[src/rtl/unified_mem_arbiter_if.sv]
// Fetch port, data port and memory bus of the unified memory arbiter.
// The arbiter takes the slave view; the processor/memory side takes the master view.
interface unified_mem_arbiter_if #(
  parameter int AW = 12,
  parameter int DW = 32
);
  logic          w_i_req;
  logic [AW-1:0] w_i_addr;
  logic          w_i_gnt;
  logic          w_i_rvalid;
  logic [DW-1:0] w_i_rdata;

  logic          w_d_req;
  logic          w_d_we;
  logic [AW-1:0] w_d_addr;
  logic [DW-1:0] w_d_wdata;
  logic          w_d_gnt;
  logic          w_d_rvalid;
  logic [DW-1:0] w_d_rdata;

  logic [AW-1:0] w_m_addr;
  logic          w_m_we;
  logic [DW-1:0] w_m_wdata;
  logic [DW-1:0] w_m_rdata;

  logic          w_stall;
  logic [31:0]   w_stall_cnt;

  modport slave (
    input  w_i_req, w_i_addr, w_d_req, w_d_we, w_d_addr, w_d_wdata, w_m_rdata,
    output w_i_gnt, w_i_rvalid, w_i_rdata, w_d_gnt, w_d_rvalid, w_d_rdata,
    output w_m_addr, w_m_we, w_m_wdata, w_stall, w_stall_cnt
  );

  modport master (
    output w_i_req, w_i_addr, w_d_req, w_d_we, w_d_addr, w_d_wdata, w_m_rdata,
    input  w_i_gnt, w_i_rvalid, w_i_rdata, w_d_gnt, w_d_rvalid, w_d_rdata,
    input  w_m_addr, w_m_we, w_m_wdata, w_stall, w_stall_cnt
  );
endinterface

[src/rtl/unified_mem_arbiter.sv]
// Arbitrates fetch and load/store traffic onto one single-port synchronous memory,
// steering 1-cycle-latency read data back to whichever port issued the read.
//
// state     | meaning
// TAG_NONE  | no read outstanding
// TAG_INSTR | fetch read outstanding
// TAG_DATA  | load outstanding
module unified_mem_arbiter #(
  parameter int AW           = 12,
  parameter int DW           = 32,
  parameter int STARVE_LIMIT = 3,
  parameter int CW           = 4
) (
  input  logic                  w_clk,
  input  logic                  w_rst_n,
  input  logic                  w_ce,
  unified_mem_arbiter_if.slave  bus
);

  typedef enum logic [1:0] {
    TAG_NONE  = 2'd0,
    TAG_INSTR = 2'd1,
    TAG_DATA  = 2'd2
  } tag_t;

  tag_t          tag_q;
  tag_t          tag_d;
  logic [CW-1:0] starve_q;
  logic [AW-1:0] last_addr_q;
  logic [31:0]   stall_cnt_q;

  logic en;
  logic fetch_priority;
  logic i_gnt;
  logic d_gnt;
  logic stall;

  assign en             = w_ce & w_rst_n;
  assign fetch_priority = (starve_q >= CW'(STARVE_LIMIT));
  assign i_gnt          = en & bus.w_i_req & (~bus.w_d_req | fetch_priority);
  assign d_gnt          = en & bus.w_d_req & ~i_gnt;
  assign stall          = bus.w_i_req & ~i_gnt;

  assign bus.w_i_gnt     = i_gnt;
  assign bus.w_d_gnt     = d_gnt;
  assign bus.w_stall     = stall;
  assign bus.w_stall_cnt = stall_cnt_q;

  // With no grant the last address is replayed so the registered read data stays put.
  assign bus.w_m_addr  = i_gnt ? bus.w_i_addr : (d_gnt ? bus.w_d_addr : last_addr_q);
  assign bus.w_m_we    = d_gnt & bus.w_d_we;
  assign bus.w_m_wdata = bus.w_d_wdata;

  assign bus.w_i_rdata = bus.w_m_rdata;
  assign bus.w_d_rdata = bus.w_m_rdata;

  always_ff @(posedge w_clk or negedge w_rst_n) begin
    if (!w_rst_n) begin
      tag_q <= TAG_NONE;
    end else if (w_ce) begin
      tag_q <= tag_d;
    end
  end

  always_comb begin
    tag_d = TAG_NONE;
    if (i_gnt) begin
      tag_d = TAG_INSTR;
    end else if (d_gnt && !bus.w_d_we) begin
      tag_d = TAG_DATA;
    end
  end

  always_comb begin
    bus.w_i_rvalid = (tag_q == TAG_INSTR) & w_ce;
    bus.w_d_rvalid = (tag_q == TAG_DATA) & w_ce;
  end

  always_ff @(posedge w_clk or negedge w_rst_n) begin
    if (!w_rst_n) begin
      starve_q    <= '0;
      last_addr_q <= '0;
      stall_cnt_q <= '0;
    end else if (w_ce) begin
      if (stall) begin
        starve_q <= fetch_priority ? CW'(STARVE_LIMIT) : starve_q + CW'(1);
      end else begin
        starve_q <= '0;
      end
      if (i_gnt || d_gnt) begin
        last_addr_q <= bus.w_m_addr;
      end
      if (stall && (stall_cnt_q != 32'hFFFF_FFFF)) begin
        stall_cnt_q <= stall_cnt_q + 32'd1;
      end
    end
  end

endmodule

[src/flat_wrapper.sv]
// flat-port wrapper written by rule: the top's interface ports become plain ports
module unified_mem_arbiter_flat 
#(
  parameter int AW           = 12,
  parameter int DW           = 32,
  parameter int STARVE_LIMIT = 3,
  parameter int CW           = 4
)
  (w_clk, w_rst_n, w_ce, bus_w_i_req, bus_w_i_addr, bus_w_d_req, bus_w_d_we, bus_w_d_addr, bus_w_d_wdata, bus_w_m_rdata, bus_w_i_gnt, bus_w_i_rvalid, bus_w_i_rdata, bus_w_d_gnt, bus_w_d_rvalid, bus_w_d_rdata, bus_w_m_addr, bus_w_m_we, bus_w_m_wdata, bus_w_stall, bus_w_stall_cnt);
  unified_mem_arbiter_if #(.AW(AW), .DW(DW)) bus_i ();
  input  logic w_clk;
  input  logic w_rst_n;
  input  logic w_ce;
  input wire logic [$bits(bus_i.w_i_req)-1:0] bus_w_i_req;
  input wire logic [$bits(bus_i.w_i_addr)-1:0] bus_w_i_addr;
  input wire logic [$bits(bus_i.w_d_req)-1:0] bus_w_d_req;
  input wire logic [$bits(bus_i.w_d_we)-1:0] bus_w_d_we;
  input wire logic [$bits(bus_i.w_d_addr)-1:0] bus_w_d_addr;
  input wire logic [$bits(bus_i.w_d_wdata)-1:0] bus_w_d_wdata;
  input wire logic [$bits(bus_i.w_m_rdata)-1:0] bus_w_m_rdata;
  output wire logic [$bits(bus_i.w_i_gnt)-1:0] bus_w_i_gnt;
  output wire logic [$bits(bus_i.w_i_rvalid)-1:0] bus_w_i_rvalid;
  output wire logic [$bits(bus_i.w_i_rdata)-1:0] bus_w_i_rdata;
  output wire logic [$bits(bus_i.w_d_gnt)-1:0] bus_w_d_gnt;
  output wire logic [$bits(bus_i.w_d_rvalid)-1:0] bus_w_d_rvalid;
  output wire logic [$bits(bus_i.w_d_rdata)-1:0] bus_w_d_rdata;
  output wire logic [$bits(bus_i.w_m_addr)-1:0] bus_w_m_addr;
  output wire logic [$bits(bus_i.w_m_we)-1:0] bus_w_m_we;
  output wire logic [$bits(bus_i.w_m_wdata)-1:0] bus_w_m_wdata;
  output wire logic [$bits(bus_i.w_stall)-1:0] bus_w_stall;
  output wire logic [$bits(bus_i.w_stall_cnt)-1:0] bus_w_stall_cnt;
  assign bus_i.w_i_req = bus_w_i_req;
  assign bus_i.w_i_addr = bus_w_i_addr;
  assign bus_i.w_d_req = bus_w_d_req;
  assign bus_i.w_d_we = bus_w_d_we;
  assign bus_i.w_d_addr = bus_w_d_addr;
  assign bus_i.w_d_wdata = bus_w_d_wdata;
  assign bus_i.w_m_rdata = bus_w_m_rdata;
  assign bus_w_i_gnt = bus_i.w_i_gnt;
  assign bus_w_i_rvalid = bus_i.w_i_rvalid;
  assign bus_w_i_rdata = bus_i.w_i_rdata;
  assign bus_w_d_gnt = bus_i.w_d_gnt;
  assign bus_w_d_rvalid = bus_i.w_d_rvalid;
  assign bus_w_d_rdata = bus_i.w_d_rdata;
  assign bus_w_m_addr = bus_i.w_m_addr;
  assign bus_w_m_we = bus_i.w_m_we;
  assign bus_w_m_wdata = bus_i.w_m_wdata;
  assign bus_w_stall = bus_i.w_stall;
  assign bus_w_stall_cnt = bus_i.w_stall_cnt;
  unified_mem_arbiter #(.AW(AW), .DW(DW), .STARVE_LIMIT(STARVE_LIMIT), .CW(CW)) u_core (.w_clk(w_clk), .w_rst_n(w_rst_n), .w_ce(w_ce), .bus(bus_i));
endmodule
[config.mk]
export PLATFORM = sky130hd
export DESIGN_NAME = unified_mem_arbiter_flat
export DESIGN_NICKNAME = d
export VERILOG_FILES = /design/src/rtl/unified_mem_arbiter_if.sv /design/src/rtl/unified_mem_arbiter.sv /design/src/flat_wrapper.sv
export SDC_FILE = /design/constraint.sdc
export NUM_CORES = 1
export LEC_CHECK = 0
export ABC_CLOCK_PERIOD_IN_PS = 2000
export CORE_MARGIN = 8
export CORE_UTILIZATION = 31
export DETAILED_ROUTE_END_ITERATION = 6
export HOLD_SLACK_MARGIN = 0.05
export MAX_ROUTING_LAYER = met4
export PLACE_DENSITY = 0.75
export SETUP_SLACK_MARGIN = 0.05
export SYNTH_ARGS = -nofsm -noshare
export SYNTH_HDL_FRONTEND = slang
export SYNTH_SLANG_ARGS = --single-unit
[constraint.sdc]
create_clock -name w_clk -period 2 [get_ports w_clk]
set_input_delay 0.2 -clock w_clk [delete_from_list [all_inputs] [get_ports w_clk]]
set_output_delay 0.2 -clock w_clk [all_outputs]
set_load 0.03 [all_outputs]
==> flow_metrics.tcl <==
set metrics [dict create \
    outcome "finished with violations" \
    violations "setup timing" \
    detail_route.first_pass.iterations 4 \
    dp_cells 476 \
    antenna_cells 0 \
    htreeDepth 2 \
    finalWirelength_um 9220 \
    slowest_stage "or4b_4" \
    overflow 0 \
    grt_max_degree 40 \
    antenna_found_initial 0 \
    cts_buffers 5 \
    layout.cells.non_filler 498 \
    row_count 36 \
    dr.first_iter.drc_count 94 \
    power_leakage_nw 1.88 \
    dieArea_sq_um 13600 \
    setup_viol 39 \
    track_usage_pct 13.2 \
    syn2layout_area_growth_pct 37.6 \
    clock_latency_ns 0.31 \
    worstSetupEndpointType "flip-flop" \
    tns_ns -4.56 \
    routed_via_density 4.93 \
    vdd.ir_drop.worst_mv 0.290 \
    path_max_fanout 7 \
    cts_tree "built" \
    fp.dieW_um 117 \
    slew_headroom_pct 64.2 \
    rsz0062_at_grt "true" \
    synth_cells 331 \
    crit_buf_inv 0 \
    core_sq_um 9820 \
    clock_skew_ns 0.00601 \
    initial_core_util_pct 32.0 \
    cp.required_ns 2.20 \
    slowest_delay_ns 0.57 \
    syn-cell-area_sq_um 3140 \
    layout_common_cells "60 x clkdlybuf4s50_1, 48 x dfrtp_1, 39 x buf_4" \
    gp_congestion 0.833 \
    design.portCount 240 \
    synth.net_count 427 \
    crit_family "simple AND/OR/NAND/NOR gates" \
    period_share_pct 109 \
    portBuffers 79 \
    final_common_cell "clkdlybuf4s50_1" \
    nets 460 \
    routedWlPerCell_um 18.5 \
    maxCapViolCount 0 \
    critPathArrivalTime_ns 2.38 \
    critical_path_class "flip-flop to flip-flop" \
    fmax_mhz 460 \
    die_y_um 117 \
    timing.final.ws_setup_ns -0.176 \
    vias 2453 \
    power.density_nw_per_um2 655 \
    setup.worst_path.start_class "flip-flop" \
    avgSynthCellArea_sq_um 9.50 \
    grt_first_pass_wirelength_um 13600 \
    cts_buffer_depth 2 \
    grt_pass1_vias 2579 \
    synth.distinct_cells 35 \
    yosys_warnings 0 \
    finalHoldViolCount 0 \
    worst_slew_pin_slew_ns 0.534 \
    path_cells "ha_4, or4b_4, a21o_4, a31oi_4, mux2_4" \
    cts.clk_slew.worst_paths_ns 0.11 \
    yosysSeqAreaShare_pct 39.8 \
    worst-path-stages 5 \
    drive_above_1_share_pct 41.6 \
    cts_root_buffer "clkbuf_8" \
    clock_sinks 50 \
    drtAntennaViolNets 0 \
    drc 0 \
    ys_ff_latch 50 \
    hpwl_um 6620 \
    rr_worst_depth 5 \
    hold_class "input pin to async pin" \
    period_minus_slack_ns 2.18 \
    drv_slew 0 \
]
-- cell families (layout without fill, tap and decap cells) --
| logic type | Yosys count | after routing | synth area share [%] |
|---|---|---|---|
| simple gates | 117 | 117 | 20.0 |
| buf+inv | 106 | 140 | 24.1 |
| flops | 50 | 50 | 39.8 |
| xor+xnor | 31 | 31 | 8.64 |
| compound gates | 24 | 24 | 6.29 |
| fa+ha+maj | 2 | 2 | 0.796 |
| mux | 1 | 1 | 0.358 |
-- final cells by class --
type / instances / area (sq um)
fillers: 946 / 5490
flip-flops and latches: 50 / 1250
clock inverters: 3 / 28.8
clock buffers: 5 / 68.8
repair buffers: 128 / 1220
multi-input cells: 175 / 1570
well taps: 133 / 166
inverters: 4 / 15.0
-- synth_stat cells --
library cell	n	area [sq um]
nor4_4	1	21.3
nor2b_1	3	18.8
or4b_4	1	13.8
a21o_4	1	15.0
mux2_2	1	11.3
nand2_1	46	173
a31oi_2	1	12.5
nand3b_1	1	7.51
o31a_1	1	8.76
and3_1	11	68.8
and2_1	2	12.5
clkbuf_1	6	22.5
o32ai_1	1	8.76
xor2_1	4	35.0
nand3_1	16	80.1
a211oi_2	1	12.5
nor3_1	3	15.0
inv_1	4	15.0
or3_1	1	6.26
xnor2_1	27	236
o211a_1	1	10.0
nand4_1	16	100
nor4b_1	1	8.76
o2111ai_1	1	8.76
dfrtp_1	50	1250
nor2_1	4	15.0
o22ai_1	3	18.8
ha_1	2	25.0
buf_4	96	721
nand4b_1	1	8.76
and4_1	7	61.3
o211ai_1	1	7.51
a21oi_1	1	5.00
nor4_1	3	18.8
a22oi_1	12	90.1
-- where the power goes --
group | switching [W] | total (W) | internal [W]
combinational | 0.000493 | 0.000954 | 0.000461
sequential | 0.000115 | 0.00123 | 0.00111
clock | 0.000387 | 0.000650 | 0.000263
total | 0.000995 | 0.00283 | 0.00184
-- final timing paths --
path	from	end	slack, ns
max in group asynchronous	w_rst_n	u_core.last_addr_q[2]$_DFFE_PN0P_	0.93
max	u_core.starve_q[1]$_DFFE_PN0P_	u_core.bus.w_stall_cnt[1]$_DFFE_PN0P_	-0.18
min in group w_clk	w_rst_n	u_core.tag_q[0]$_DFFE_PN0P_	0.34
max reg2reg	u_core.starve_q[1]$_DFFE_PN0P_	u_core.bus.w_stall_cnt[1]$_DFFE_PN0P_	-0.18
min	w_rst_n	u_core.bus.w_stall_cnt[17]$_DFFE_PN0P_	0.15
min reg2reg	u_core.bus.w_stall_cnt[10]$_DFFE_PN0P_	u_core.bus.w_stall_cnt[10]$_DFFE_PN0P_	0.50
-- per-layer routing --
metal,routed length [um],track usage (%)
met1,3450,13.7
met3,707,4.34
met2,4730,23.1
met5,0,-
met4,325,4.52
-- per-stage QoR --
step / util (%) / hold WS (ns) / instance area [sq um] / worst slack, ns / total power (W)
detailed placement: 37.1 / 0.328 / 3640 / -0.236 / 0.00205
floorplan: - / -0.0956 / 3210 / -0.0351 / 0.00200
CTS: 42.1 / 0.150 / 4130 / -0.198 / 0.00283
global route: 44.1 / 0.190 / 4330 / -0.277 / 0.00297
finish: 44.1 / 0.146 / 4330 / -0.176 / 0.00283
global placement: 37.1 / 0.320 / 3640 / -0.193 / 0.00202
-- state kept, by name, indices dropped and copies added, names as in the netlist --
register and flops:
u_core.tag_q 2, u_core.starve_q 4, u_core.bus.w_stall_cnt 32, u_core.last_addr_q 12
-- repair_timing --
action                                  4_1_cts  5_1_grt
endpoints found under the setup margin       45       48
hold endpoints to repair                     11        0
pin swaps                                    35       38
setup buffers                                12        3
hold buffers                                  1        0
resized for setup                            68       36
No activity file was read; power rests on OpenSTA's default activity.
==> edit 1 (same settings) <==
Reset style: synchronous (`w_rst_n`), changed in 2 clocked blocks.
--- a/src/rtl/unified_mem_arbiter.sv
+++ b/src/rtl/unified_mem_arbiter.sv
@@ -54,7 +54,7 @@
   assign bus.w_i_rdata = bus.w_m_rdata;
   assign bus.w_d_rdata = bus.w_m_rdata;
 
-  always_ff @(posedge w_clk or negedge w_rst_n) begin
+  always_ff @(posedge w_clk) begin
     if (!w_rst_n) begin
       tag_q <= TAG_NONE;
     end else if (w_ce) begin
@@ -76,7 +76,7 @@
     bus.w_d_rvalid = (tag_q == TAG_DATA) & w_ce;
   end
 
-  always_ff @(posedge w_clk or negedge w_rst_n) begin
+  always_ff @(posedge w_clk) begin
     if (!w_rst_n) begin
       starve_q    <= '0;
       last_addr_q <= '0;
Behaviour: differs if w_rst_n is asserted again (counterexample within 4 cycles, from zero or initial values and one cycle with w_rst_n low); with w_rst_n held inactive, the same outputs for 4 cycles.
==> edit 1 against the unedited design <==
  * Hold slack improved by 0.25 ns
  * Die area increased by 2.2%
  * Design area rose by 10%
  * Wire length increased by 17%
  * Fmax decreased by 14%
  * Sequential cell count did not move
  * Worst setup slack worse by 0.36 ns
  * Area after synthesis increased by 2.5%
  * Final cell count increased by 23%
  * Critical path type is now reg -> out
  * Clock skew is 0.0022 ns higher
  * First-iteration DRC count increased to 2.9 times the old value
  * The run still ends with setup timing left
Power is not compared: it rests on default switching activity, and its combinational part moved more than twofold at a synthesized area within 25%.
==> edit 1: results (changes against the unedited design) <==
vias in the first global route=3353 (+30%); first-pass GRT wire length=16300 um (+19%); Hold WC Path Type=in -> out; final worst slack=-0.539 ns (-0.363 ns); Adder-Cell Fraction of Synth Area=0.776% (-0.019 points); failing checks=setup timing; Area after DPL=0.00399 mm2 (+9.6%); M1 GR Usage=15.1% (+1.4 points); final setup vio count=55 (+41%); asr flop ratio synth=0% (-100 points); worst hold margin=0.400 ns (+0.254 ns); dpl ws=-0.515 ns (-0.280 ns); Final Skew=0.00820 ns (+0.00219 ns); FF-to-FF Start=u_core.starve_q[1]; largest net degree at the start of global routing=15 (-63%); post-synthesis mux area share=2.17% (+1.8 points); R2R Path End=u_core.bus.w_stall_cnt[24]; TritonRoute pass-1 iters=7 (+3); synth top area cells=dfxtp_1 31%, buf_4 22%, o21ai_0 4.3%; Final Routed Wirelength=10800 um (+17%); Worst EP arrival=2.34 ns (-0.04 ns); Compound-Gate Fraction of Synth Area=16.4% (+10 points); Final #Nets=574 (+25%); Seq/Total Area, Yosys=31.1% (-8.7 points); Rel. slew slack=59.2% (-5.1 points); WHS Path Cells=0; Post-CTS Setup Bufs=30 (+18); syn nets=496 (+16%); worst reg-to-reg setup slack=-0.47 ns (-0.29 ns); Clock transition at path regs=0.09 ns (-0.02 ns); vias per cell=5.30 (+7.7%); routing usage on met2=24.5% (+1.4 points); status=finished with violations; met3 Use GR=4.46% (+0.12 points); ratio of cells with drive above 1 in the final layout=44.5% (+2.8 points); most frequent cells after synthesis=96 x buf_4, 50 x dfxtp_1, 28 x o21ai_0; initial DRC count=277 (+190%); fill cell count=902 (-4.7%); Synth area leader=dfxtp_1; CTS-repair resized insts=52 (-24%); all-layer global routing usage=14.3% (+1.1 points); DP HPWL=7130 um (+7.7%); CP max stage delay=0.52 ns (-0.05 ns); post-synthesis cell type count=45 (+29%); Avg WL per Cell=17.5 um (-5.4%); r2r worst-path depth=8 (+3); Post-Synth XOR/XNOR Area=1.36% (-7.3 points); GPL Wtd Cong=0.859 (+3.1%); CP max FO=8 (+1); Fin Setup TNS=-14.20 ns (-9.63 ns); syn_area_per_cell=8.06 um2 (-15%)
edit 1: cell count changes in the layout (fill, tap and decap cells not counted), sizes merged, moves of 14 or more:
cell / change
buf: +53
dfxtp: +50
dfrtp: -50
xnor2: -25
o21ai: +28
nand2: -27
or3: +14
nor2: +19
a21oi: +17
edit 1: worst reg2reg max path, delay by kind of cell (launching register included):
family	cells	cell delay [ns]
AOI/OAI and AO/OA	3	0.76
adders and majority gates	1	0.16
buffers and inverters	2	0.27
DFF	1	0.35
and+or+nand+nor	2	0.86
edit 1: per-layer routing:
layer	part of all wire, %	up-vias
li1	-	1497
met1	39	1526
met2	51	196
met3	7.9	43
met4	2.6	0
met5	0	-
edit 1: worst max-delay path by stage:
stage	end	depth (start not counted)	start
finish	bus_w_m_addr[1]	7	u_core.starve_q[1]
global route	bus_w_m_addr[10]	7	u_core.starve_q[1]
CTS	bus_w_m_addr[1]	6	u_core.starve_q[1]
detailed placement	u_core.bus.w_stall_cnt[24]	7	bus_w_d_req
global placement	u_core.bus.w_stall_cnt[22]	7	bus_w_d_req
floorplan	bus_w_m_addr[0]	8	u_core.starve_q[0]
edit 1: cell type report:
class / count / area, um2 / area share, %
Clock buffer: 7 / 86.3 / 1.81
Clock inverter: 1 / 5.00 / 0.105
Inverter: 17 / 63.8 / 1.34
Multi-Input combinational cell: 223 / 1730 / 36.3
Sequential cell: 50 / 1030 / 21.7
Tap cell: 136 / 170 / 3.57
Timing Repair Buffer: 181 / 1680 / 35.2
edit 1: power breakdown:
| part | internal [W] | leakage, nW | switching (W) | total, W |
|---|---|---|---|---|
| Clock | 0.000280 | 0.0482 | 0.000343 | 0.000623 |
| Combinational | 0.000197 | 1.36 | 0.000173 | 0.000370 |
| Sequential | 0.00100 | 0.415 | 0.00000550 | 0.00101 |
==> edit 2 (same flow settings) <==
Without the edit above. `DW` is set to 32 in 3 places; all go to 64.
--- a/src/rtl/unified_mem_arbiter_if.sv
+++ b/src/rtl/unified_mem_arbiter_if.sv
@@ -2,7 +2,7 @@
 // The arbiter takes the slave view; the processor/memory side takes the master view.
 interface unified_mem_arbiter_if #(
   parameter int AW = 12,
-  parameter int DW = 32
+  parameter int DW = 64
 );
   logic          w_i_req;
   logic [AW-1:0] w_i_addr;
--- a/src/rtl/unified_mem_arbiter.sv
+++ b/src/rtl/unified_mem_arbiter.sv
@@ -7,7 +7,7 @@
 // TAG_DATA  | load outstanding
 module unified_mem_arbiter #(
   parameter int AW           = 12,
-  parameter int DW           = 32,
+  parameter int DW           = 64,
   parameter int STARVE_LIMIT = 3,
   parameter int CW           = 4
 ) (
--- a/src/flat_wrapper.sv
+++ b/src/flat_wrapper.sv
@@ -2,7 +2,7 @@
 module unified_mem_arbiter_flat 
 #(
   parameter int AW           = 12,
-  parameter int DW           = 32,
+  parameter int DW           = 64,
   parameter int STARVE_LIMIT = 3,
   parameter int CW           = 4
 )
Interface: changed (5 resized); port bits go from 240 to 400. The function was not compared with the original's and may differ.
==> edit 2 against the unedited design <==
  * The flow still finishes with violations (setup timing)
  * Total power rose by 7.8%
  * Critical endpoint unchanged
  * Sequential power about the same
  * Largest cell class unchanged
  * First-iteration DRC count grew 12%
  * Design area shrank 0.90%
  * Sequential cell count stayed put
  * Global-route usage rose by 1.1 points
  * Wire length increased by 29%
  * Worst setup slack got worse by 0.11 ns
  * Area after synthesis grew 23%
==> edit 2: results (changes against the unedited design) <==
clock network contribution to total cell area=3.59% (+1.3 points); sequential cell area share=29.2% (+0.26 points); final worst slack=-0.284 ns (-0.108 ns); Clock transition at path regs=0.07 ns (-0.04 ns); Combinational Power Share=29.7% (-4.0 points); Util after Layout=35.4% (-8.7 points); Compound-Gate Fraction of Synth Area=5.11% (-1.2 points); Final #Nets=516 (+12%); met1 WL=3790 um (+9.8%); GPL Wtd Cong=0.803 (-3.5%); Final Routed Wirelength=11900 um (+29%); fraction of area in multi-input gates=34.6% (-1.7 points); CP max FO=8 (+1); largest net degree at the start of global routing=41 (+2.5%); Area after DPL=0.00365 mm2 (+0.31%); dpl ws=-0.270 ns (-0.0343 ns); met2 WL=6100 um (+29%); syn_area_per_cell=9.05 um2 (-4.7%); initial DRC count=105 (+12%); failing checks=setup timing; TritonRoute pass-1 iters=6 (+2); placed instance count=505 (+6.1%); M1 GR Usage=13.0% (-0.71 points); final setup vio count=47 (+21%); Multi-input gate area=0.00148 mm2 (-5.5%); Rel. slew slack=64.8% (+0.56 points); DP HPWL=9280 um (+40%); Finished Layout Cells=525 (+5.4%); all-layer global routing usage=14.3% (+1.1 points); bufs w/o clock=120 (-6.3%); Final Skew=0.00624 ns (+0.000236 ns); status=finished with violations; synth top area cells=buf_4 37%, dfrtp_1 32%, xnor2_1 6.1%; Clock power frac=30.1% (+7.2 points); NetSw=0.00103 W (+3.8%)
edit 2: cell count changes in the layout (fill, tap and decap cells not counted), moves of 4 or more:
cell       delta
nand2_2       -4
xnor2_2       -5
xnor2_1       +5
clkbuf_16     +5
buf_4         -9
clkbuf_8      -5
edit 2: final timing paths:
check	endpoint	from	slack (ns)	cells after the start
max	u_core.bus.w_stall_cnt[1]	u_core.starve_q[0]	-0.28	6
min	u_core.bus.w_stall_cnt[16]	w_rst_n	0.19	2
max reg2reg	u_core.bus.w_stall_cnt[1]	u_core.starve_q[0]	-0.28	6
min reg2reg	u_core.last_addr_q[11]	u_core.last_addr_q[11]	0.50	2
max in group asynchronous	u_core.tag_q[0]	w_rst_n	1.13	3
min in group w_clk	u_core.tag_q[0]	w_rst_n	0.38	3
edit 2: timing repair:
action,4_1_cts,5_1_grt
hold endpoints to repair,4,0
endpoints found under the setup margin,52,50
setup buffers,4,5
pin swaps,23,20
gates cloned,1,0
resized for setup,69,22
hold buffers,2,0
